## config.mk

```make
export PLATFORM = sky130hd
export DESIGN_NAME = writeback_arbiter
export DESIGN_NICKNAME = d
export VERILOG_FILES = /design/src/rtl/riscv_pkg.sv /design/src/rtl/wb_miss_queue.sv /design/src/rtl/writeback_arbiter.sv
export SDC_FILE = /design/constraint.sdc
export NUM_CORES = 1
export LEC_CHECK = 0
export CORE_MARGIN = 8
export CORE_UTILIZATION = 45
export DETAILED_ROUTE_END_ITERATION = 6
export GPL_TIMING_DRIVEN = 0
export PLACE_DENSITY = 0.81
export RECOVER_POWER = 25
export SYNTH_ARGS = -nofsm -noshare
export SYNTH_HDL_FRONTEND = slang
export SYNTH_SLANG_ARGS = --single-unit
```

## constraint.sdc

```tcl
create_clock -name clk -period 2.42 [get_ports clk]
set_input_delay 0.242 -clock clk [delete_from_list [all_inputs] [get_ports clk]]
set_output_delay 0.242 -clock clk [all_outputs]
set_load 0.03 [all_outputs]
```

## src/rtl/riscv_pkg.sv

```systemverilog
// Shared core-wide widths and register index type.
package riscv_pkg;
  localparam int unsigned XLEN       = 32;
  localparam int unsigned REG_ADDR_W = 5;

  typedef logic [REG_ADDR_W-1:0] reg_idx_t;
endpackage

```

## src/rtl/wb_miss_queue.sv

```systemverilog
// In-order FIFO of destination registers for outstanding load misses,
// with per-entry match vectors for the two decode source ports.
module wb_miss_queue
  import riscv_pkg::*;
#(
  parameter int unsigned ADDR  = REG_ADDR_W,
  parameter int unsigned DEPTH = 2
) (
  input  logic             clk,
  input  logic             rst,
  input  logic             push,
  input  logic [ADDR-1:0]  push_rd,
  input  logic             pop,
  input  logic [ADDR-1:0]  cmp_a,
  input  logic [ADDR-1:0]  cmp_b,
  output logic [ADDR-1:0]  head_rd,
  output logic [DEPTH-1:0] match_a,
  output logic [DEPTH-1:0] match_b,
  output logic             full,
  output logic             empty
);
  localparam int unsigned PW = $clog2(DEPTH);
  localparam int unsigned CW = $clog2(DEPTH + 1);

  logic [ADDR-1:0]  rd_q [DEPTH];
  logic [PW-1:0]    rptr_q, rptr_d, wptr_q, wptr_d;
  logic [CW-1:0]    count_q, count_d;
  logic             push_ok, pop_ok;
  logic [DEPTH-1:0] ent_valid;
  logic [PW-1:0]    off;

  assign full    = (count_q == CW'(DEPTH));
  assign empty   = (count_q == '0);
  assign pop_ok  = pop && !empty;
  // A push on a full queue is legal only when the head leaves the same cycle.
  assign push_ok = push && (!full || pop_ok);
  assign head_rd = rd_q[rptr_q];

  always_comb begin
    rptr_d  = rptr_q;
    wptr_d  = wptr_q;
    count_d = count_q;
    if (pop_ok)  rptr_d = rptr_q + PW'(1);
    if (push_ok) wptr_d = wptr_q + PW'(1);
    if (push_ok && !pop_ok)      count_d = count_q + CW'(1);
    else if (pop_ok && !push_ok) count_d = count_q - CW'(1);
  end

  // An entry is live when its distance from the head is below count.
  always_comb begin
    ent_valid = '0;
    match_a   = '0;
    match_b   = '0;
    off       = '0;
    for (int i = 0; i < int'(DEPTH); i++) begin
      off          = PW'(i) - rptr_q;
      ent_valid[i] = (CW'(off) < count_q);
      match_a[i]   = ent_valid[i] && (rd_q[i] == cmp_a);
      match_b[i]   = ent_valid[i] && (rd_q[i] == cmp_b);
    end
  end

  always_ff @(posedge clk or negedge rst) begin
    if (!rst) begin
      rptr_q  <= '0;
      wptr_q  <= '0;
      count_q <= '0;
      for (int i = 0; i < int'(DEPTH); i++) rd_q[i] <= '0;
    end else begin
      rptr_q  <= rptr_d;
      wptr_q  <= wptr_d;
      count_q <= count_d;
      if (push_ok) rd_q[wptr_q] <= push_rd;
    end
  end
endmodule

```

## src/rtl/writeback_arbiter.sv

```systemverilog
// Merges pipeline writebacks and late miss fills onto the single register-file
// write port, and stalls decode on reads of registers still awaiting fill data.
module writeback_arbiter
  import riscv_pkg::*;
#(
  parameter int unsigned WIDTH = XLEN,
  parameter int unsigned ADDR  = REG_ADDR_W,
  parameter int unsigned DEPTH = 2
) (
  input  logic             clk,
  input  logic             rst,
  input  logic             pipe_we,
  input  logic [ADDR-1:0]  pipe_rd,
  input  logic [WIDTH-1:0] pipe_wd,
  input  logic             miss_issue,
  input  logic [ADDR-1:0]  miss_rd,
  output logic             miss_full,
  input  logic             fill_valid,
  input  logic [WIDTH-1:0] fill_data,
  output logic             fill_ready,
  input  logic [ADDR-1:0]  rs1,
  input  logic [ADDR-1:0]  rs2,
  output logic             stall,
  output logic             WE3,
  output logic [ADDR-1:0]  A3,
  output logic [WIDTH-1:0] WD3,
  output logic             err
);
  logic             hold_valid_q, hold_valid_d;
  logic [ADDR-1:0]  hold_rd_q, hold_rd_d;
  logic [WIDTH-1:0] hold_data_q, hold_data_d;
  logic             err_q, err_d;
  logic             pipe_wr, fill_acc;
  logic [ADDR-1:0]  head_rd;
  logic [DEPTH-1:0] match_a, match_b;
  logic             q_full, q_empty;
  logic             hit1, hit2;

  wb_miss_queue #(.ADDR(ADDR), .DEPTH(DEPTH)) u_queue (
    .clk     (clk),
    .rst     (rst),
    .push    (miss_issue),
    .push_rd (miss_rd),
    .pop     (fill_acc),
    .cmp_a   (rs1),
    .cmp_b   (rs2),
    .head_rd (head_rd),
    .match_a (match_a),
    .match_b (match_b),
    .full    (q_full),
    .empty   (q_empty)
  );

  assign pipe_wr    = pipe_we && (pipe_rd != '0);
  assign fill_ready = !hold_valid_q && !q_empty;
  assign fill_acc   = fill_valid && fill_ready;
  assign miss_full  = q_full;
  assign err        = err_q;

  // Write-port mux: pipeline, then held fill, then direct fill; x0 never writes.
  always_comb begin
    WE3 = 1'b0;
    A3  = '0;
    WD3 = '0;
    if (pipe_wr) begin
      WE3 = 1'b1;
      A3  = pipe_rd;
      WD3 = pipe_wd;
    end else if (hold_valid_q) begin
      if (hold_rd_q != '0) begin
        WE3 = 1'b1;
        A3  = hold_rd_q;
        WD3 = hold_data_q;
      end
    end else if (fill_acc && (head_rd != '0)) begin
      WE3 = 1'b1;
      A3  = head_rd;
      WD3 = fill_data;
    end
  end

  always_comb begin
    hold_valid_d = hold_valid_q;
    hold_rd_d    = hold_rd_q;
    hold_data_d  = hold_data_q;
    err_d        = err_q;
    if (hold_valid_q && !pipe_wr) hold_valid_d = 1'b0;
    if (fill_acc && pipe_wr) begin
      hold_valid_d = 1'b1;
      hold_rd_d    = head_rd;
      hold_data_d  = fill_data;
    end
    if (miss_issue && q_full && !fill_acc)        err_d = 1'b1;
    if (fill_valid && q_empty && !hold_valid_q)   err_d = 1'b1;
  end

  assign hit1  = (rs1 != '0) && ((|match_a) || (hold_valid_q && (hold_rd_q == rs1)));
  assign hit2  = (rs2 != '0) && ((|match_b) || (hold_valid_q && (hold_rd_q == rs2)));
  assign stall = hit1 || hit2;

  always_ff @(posedge clk or negedge rst) begin
    if (!rst) begin
      hold_valid_q <= 1'b0;
      hold_rd_q    <= '0;
      hold_data_q  <= '0;
      err_q        <= 1'b0;
    end else begin
      hold_valid_q <= hold_valid_d;
      hold_rd_q    <= hold_rd_d;
      hold_data_q  <= hold_data_d;
      err_q        <= err_d;
    end
  end
endmodule

```

==> results of run 1 <==
power by group through the flow:
stage	combinational [mW]	sequential [mW]	clock [mW]
3_3_place_gp	2.68	1.70	0
6_report	3.07	1.79	0.516
3_5_place_dp	2.75	1.73	0
2_1_floorplan	1.94	1.62	0
5_1_grt	3.29	1.84	0.571
4_1_cts	3.00	1.77	0.530
metrics by stage:
step	worst slack, ps	cells	hold WS [ps]	area (um2)
2_1_floorplan	235	323	-53.6	3480
3_3_place_gp	-729	555	459	4900
3_5_place_dp	-725	556	262	4920
4_1_cts	-74.6	573	470	5180
5_1_grt	-158	576	528	5250
6_report	-64.4	576	500	5250
layout by cell type, fill, tap and decap left out, types with 3 or more instances in the layout:
master	instances
buf_4	44
clkdlybuf4s50_1	85
nand2_1	8
a22oi_1	4
dfrtp_1	51
buf_6	13
nor2_1	73
buf_8	3
nand4_1	3
a221oi_2	31
clkbuf_8	5
o21ai_2	3
xnor2_1	18
xor2_1	17
dlymetal6s2s_1	3
clkinvlp_4	3
nor4_1	3
mux2_4	12
nor2b_1	3
mux2_2	30
mux2_1	8
buf_2	8
or4_1	3
final cells by class:
| class | count | area [um2] |
|---|---|---|
| Timing Repair Buffer | 142 | 1310 |
| Multi-Input combinational cell | 249 | 2180 |
| Buffer | 21 | 216 |
| Tap cell | 102 | 128 |
| Sequential cell | 53 | 1330 |
| Clock buffer | 5 | 68.8 |
| Inverter | 1 | 3.75 |
| Clock inverter | 3 | 22.5 |
| Fill cell | 609 | 2350 |
how the worst min path moves through the flow:
stage / to
final: err
after global placement: err
after detailed placement: hold_data_q[29]
after floorplan: err
after CTS: hold_data_q[27]
after global routing: u_queue.wptr_q
sequential cells by signal, indices dropped and copies added (netlist names):
name	count
err	1
hold_data_q	32
hold_rd_q	5
hold_valid_q	1
u_queue.count_q	2
u_queue.rd_q	10
u_queue.rptr_q	1
u_queue.wptr_q	1
what timing repair did:
item	4_1_cts	5_1_grt
setup endpoints to repair	39	39
hold buffers	1	0
buffers inserted	4	3
pin swaps	66	6
endpoints found under the hold margin	22	0
resized for setup	277	25
cloned	4	0
cell families after synthesis:
logic type	synth area share, %
compound gates	15.4
simple gates	13.6
mux	17.6
buf+inv	6.08
flops	38.2
fa+ha+maj	0.360
xor+xnor	8.82
routing by layer:
layer	share of wire (%)	vias to the layer above	wire (um)	GRT usage, %
met5	0	-	0	0
met4	1.7	0	183	5.17
met3	7.0	18	747	5.45
met2	47	125	5050	32.0
met1	44	1528	4660	25.0
li1	-	1474	-	-
worst register-to-register path, stage by stage (launching register included):
cell,delay (ps)
dfrtp_1,370
buf_2,180
nor2b_1,170
a21boi_2,290
nor2b_1,450
mux2_2,390
==> impl_metrics.csv, run 1 <==
group,metric,value,unit
clock_tree,clock-root-buffer,"clkbuf_8",
clock_tree,htreeDepth,2,
power,power.total,5.37,mW
route,postRouteAntennaNets,0,
route,drt-vias-per-instance,5.46,
worst_setup_path,rr_startpoint,"u_queue.count_q[1]",
global_routing,grt.total_usage,19.6,%
worst_setup_path,worst-path-stages,8,
global_routing,gr-total-overflow,0,
sta,setup_ws,-64.4,ps
floorplan,initial_utilization,45.7,%
sta,skew,12.7,ps
floorplan,fp.dieH,104,um
finish,drive_gt1_share,36.3,%
worst_setup_path,crit_buf_inv,3,
sta,rsz0062_at_grt,"true",
yosys,synth_top_area_cell,"dfrtp_1",
hold_path,hold_path_class,"flop to flop",
sta,fmax,0.403,GHz
placed_design,io_buffers,130,
worst_setup_path,cp-end-kind,"output pin",
clock_tree,cts.sinks,53,
flow_run,cap_viol_max_count,0,
yosys,synth_area,3480,um2
sta,maxSlewHeadroom,14.3,%
power,vdd_drop_max,0.444,mV
global_routing,grt_pass1_vias,3483,
worst_setup_path,worstReg2RegEnd,"u_queue.rd_q[5]",
global_routing,grt_max_degree,32,
power,p_comb_share,57.1,%
clock_tree,cts_buffers,5,
hold_path,hold_start,"err",
hold_path,min_delay_path_depth,1,
worst_setup_path,worst-r2r-cell-count,5,
sta,final_min_period_over_clock_period,103,%
yosys,synth_edf_count,0,
floorplan,core,7610,um2
yosys,synth-seq-area-share,38.2,%
sta,worst_pin_slew,1290,ps
floorplan,placementRows,32,
route,drt_iter0_drc,88,
power,p_clk_share,9.6,%
worst_setup_path,critPathLaunchType,"flop",
clock_tree,cts.clk_slew.worst_paths,110,ps
route,first_pass_iters,4,
worst_setup_path,crit_type,"flop to output pin",
finish,synthToLayoutAreaGrowth,51.1,%
yosys,synthFlopType,"dfrtp_1",
floorplan,io_pins,131,
yosys,synth_most_common_cell,"nor2_1",
worst_setup_path,path_max_fanout,6,
placed_design,place_congestion,0.907,
yosys,synth_cell_types,43,
global_routing,grt_pass1_wl,17900,um
yosys,netlist_top_cells_area,"dfrtp_1, mux2_2, nor2_1",
yosys,syn-instance-count,323,
power,netSwitchingFraction,42.6,%
power,internal_power,3.08,mW
floorplan,dieArea,10800,um2
yosys,synth_top_cell_area_share,38.2,%
clock_tree,clockBufferDepth,2,
run_status,run_status,"complete, but fails checks",
clock_tree,cts_tree,"done",
yosys,synth.ff_latch_count,53,
finish,fin_nets,563,
route,drc,0,
worst_setup_path,critPathRequiredTime,2180,ps
worst_setup_path,crit_end,"WD3[14]",
worst_setup_path,max_stage_delay,400,ps
route,vias,3145,
worst_setup_path,cp-startpoint,"u_queue.rptr_q",
power,powerDensity,1020,nW/um2
worst_setup_path,cp_slowest_cell,"dfrtp_1",
run_status,violations,"negative setup slack",
yosys,async_reset_ff_share,100,%
worst_setup_path,cpMostUsedCell,"buf_6",
global_routing,antenna_found_initial,0,
worst_setup_path,cp_cell_sequence,"buf_6 > mux2_4 > nor2_4 > a31oi_4 > buf_6 > a221oi_2 > nor2_1 > buf_4",
worst_setup_path,reg2reg_slack,490,ps
yosys,ys_warn_count,0,
yosys,syn_area_per_cell,10.8,um2
sta,hold_viol,0,
worst_setup_path,crit_family,"buffers and inverters",
finish,post-route-util,69.0,%
sta,setup_viol,27,
yosys,ys_top_cells_by_count,"nor2_1, dfrtp_1, mux2_2",
power,seq_power_share,33.3,%
sta,finalSetupTns,-695,ps
placed_design,hpwl,7720,um
power,p_leak,2.22,nW
yosys,synth_fp_nets,413,
finish,diodes,0,
floorplan,die_w,104,um
power,power_switching,2.29,mW
clock_tree,insertion_delay,310,ps
route,wl_per_cell,18.5,um
sta,fin_crit,2480,ps
route,drt_wl_total,10600,um
sta,slew_violations,0,
worst_setup_path,arrival,2240,ps
Note: power is estimated with default switching activity, not from simulation.
==> run 2, diff against run 1 <==
--- a/config.mk
+++ b/config.mk
@@ -5,7 +5,6 @@
 export SDC_FILE = /design/constraint.sdc
 export NUM_CORES = 1
 export LEC_CHECK = 0
-export CORE_MARGIN = 8
 export CORE_UTILIZATION = 45
 export DETAILED_ROUTE_END_ITERATION = 6
 export GPL_TIMING_DRIVEN = 0
==> impl_metrics.csv, run 2 (same netlist as run 1, synthesis figures left out) <==
group,metric,value,unit
run_status,run_status,"complete, but fails checks",
run_status,violations,"negative setup slack",
floorplan,placementRows,31,
clock_tree,cts_tree,"done",
finish,mostFrequentLayoutCells,"clkdlybuf4s50_1, nor2_1, dfrtp_1",
sta,maxSlewHeadroom,11.5,%
sta,hold_viol,0,
finish,reg_top3,"hold_data_q (32), u_queue.rd_q (10), hold_rd_q (5)",
power,vdd_drop_max,0.470,mV
placed_design,hpwl,7360,um
worst_setup_path,crit_type,"input port to output pin",
sta,fmax,0.404,GHz
global_routing,gr-usage-met3,6.26,%
sta,final_min_period_over_clock_period,102,%
clock_tree,cts.clk_slew.worst_paths,90,ps
sta,worst_pin_slew,1330,ps
floorplan,core,7370,um2
finish,diodes,0,
worst_setup_path,path_max_fanout,10,
clock_tree,clockBufferDepth,2,
route,first_pass_iters,4,
power,powerDensity,1030,nW/um2
global_routing,use_met2,45.4,%
route,drc,0,
clock_tree,insertion_delay,310,ps
worst_setup_path,critPathLaunchType,"input port",
route,drt-vias-per-instance,5.55,
floorplan,die_w,89.9,um
worst_setup_path,critPathRequiredTime,2180,ps
route,drt_iter0_drc,108,
finish,post-route-util,72.8,%
worst_setup_path,max_stage_delay,560,ps
finish,final_common_cell,"clkdlybuf4s50_1",
sta,holdWs,493,ps
global_routing,grt_util_met1,31.0,%
sta,setup_viol,24,
finish,synthToLayoutAreaGrowth,54.2,%
placed_design,io_buffers,130,
global_routing,gr-total-overflow,0,
clock_tree,clock-root-buffer,"clkbuf_8",
finish,largest-register,"hold_data_q",
hold_path,hold_path_class,"flop to flop",
finish,largest_reg_flops,32,
global_routing,grt_pass1_vias,3378,
power,p_leak,2.24,nW
clock_tree,htreeDepth,2,
worst_setup_path,cp_cell_sequence,"clkdlybuf4s50_1 > or4_4 > o21a_4 > clkbuf_2 > a221oi_2 > nor2_1 > buf_4",
clock_tree,cts_buffers,5,
route,postRouteAntennaNets,0,
finish,drive_gt1_share,36.5,%
floorplan,dieArea,8080,um2
sta,fin_crit,2480,ps
global_routing,grt_pass1_wl,16600,um
sta,rsz0062_at_grt,"true",
placed_design,place_congestion,0.794,
flow_run,cap_viol_max_count,0,
finish,fin_nets,569,
sta,slew_violations,0,
floorplan,fp.dieH,89.9,um
route,wl_per_cell,17.8,um
global_routing,grt.total_usage,25.5,%
route,drt_wl_total,10300,um
floorplan,initial_utilization,47.2,%
clock_tree,cts.sinks,53,
worst_setup_path,arrival,2230,ps
global_routing,antenna_found_initial,0,
global_routing,top_usage_layer,"met2",
sta,setup_ws,-56.4,ps
sta,skew,10.7,ps
route,vias,3214,
worst_setup_path,cp-end-kind,"output pin",
worst_setup_path,cp_slowest_cell,"or4_4",
floorplan,io_pins,131,
global_routing,grt_max_degree,32,
-- run 2: layout make-up --
type	instances	area (um2)
multi-input combinational	249	2210
fill	538	2010
timing repair buffer	148	1380
sequential	53	1330
buffer	21	233
tap	99	124
clock buffer	5	68.8
clock inverter	3	22.5
inverter	1	3.75
-- run 2: what timing repair did --
action,in CTS,in global routing
buffers inserted,10,2
gates cloned,5,0
setup endpoints to repair,39,38
pin swaps,65,6
hold endpoints to repair,22,0
gates resized for setup,275,33
hold buffers,1,0
-- run 2: where the power goes --
part | internal, mW | leakage [nW] | switching, mW
clock | 0.203 | 0.0364 | 0.300
sequential | 1.33 | 0.623 | 0.480
combinational | 1.67 | 1.58 | 1.56
total | 3.20 | 2.24 | 2.34
-- run 2: worst paths after layout --
check | slack, ps | endpoint | start | depth (start not counted)
hold reg to reg | 490 | err | err | 1
setup / recovery | -60 | WD3[9] | pipe_rd[1] | 7
hold / removal | 490 | err | err | 1
max in group asynchronous | 330 | hold_rd_q[0] | rst | 3
setup reg to reg | 520 | u_queue.rd_q[8] | u_queue.count_q[1] | 5
min in group asynchronous | 750 | u_queue.rd_q[8] | rst | 2
-- run 2: through the flow --
stage                     setup TNS [ps]  power [mW]  cells  area (um2)  setup slack [ps]
final                               -571        5.55    579        5360             -56.4
after global routing               -4240        5.84    579        5360              -146
after CTS                           -574        5.39    577        5260             -64.4
after detailed placement          -20240        4.47    553        4920              -630
after global placement            -45830        4.38    552        4900              -605
after floorplan                        0        3.56    323        3480               235
-- run 2: per-layer routing --
metal	wire length (um)	vias up
met5	0	-
met4	192	0
met3	843	19
met2	5190	156
met1	4080	1547
li1	-	1492
-- run 2: critical path: cells and delay by family --
family          cells  cell delay (ps)
compound gates      2              490
buf+inv             3              860
simple gates        2              640
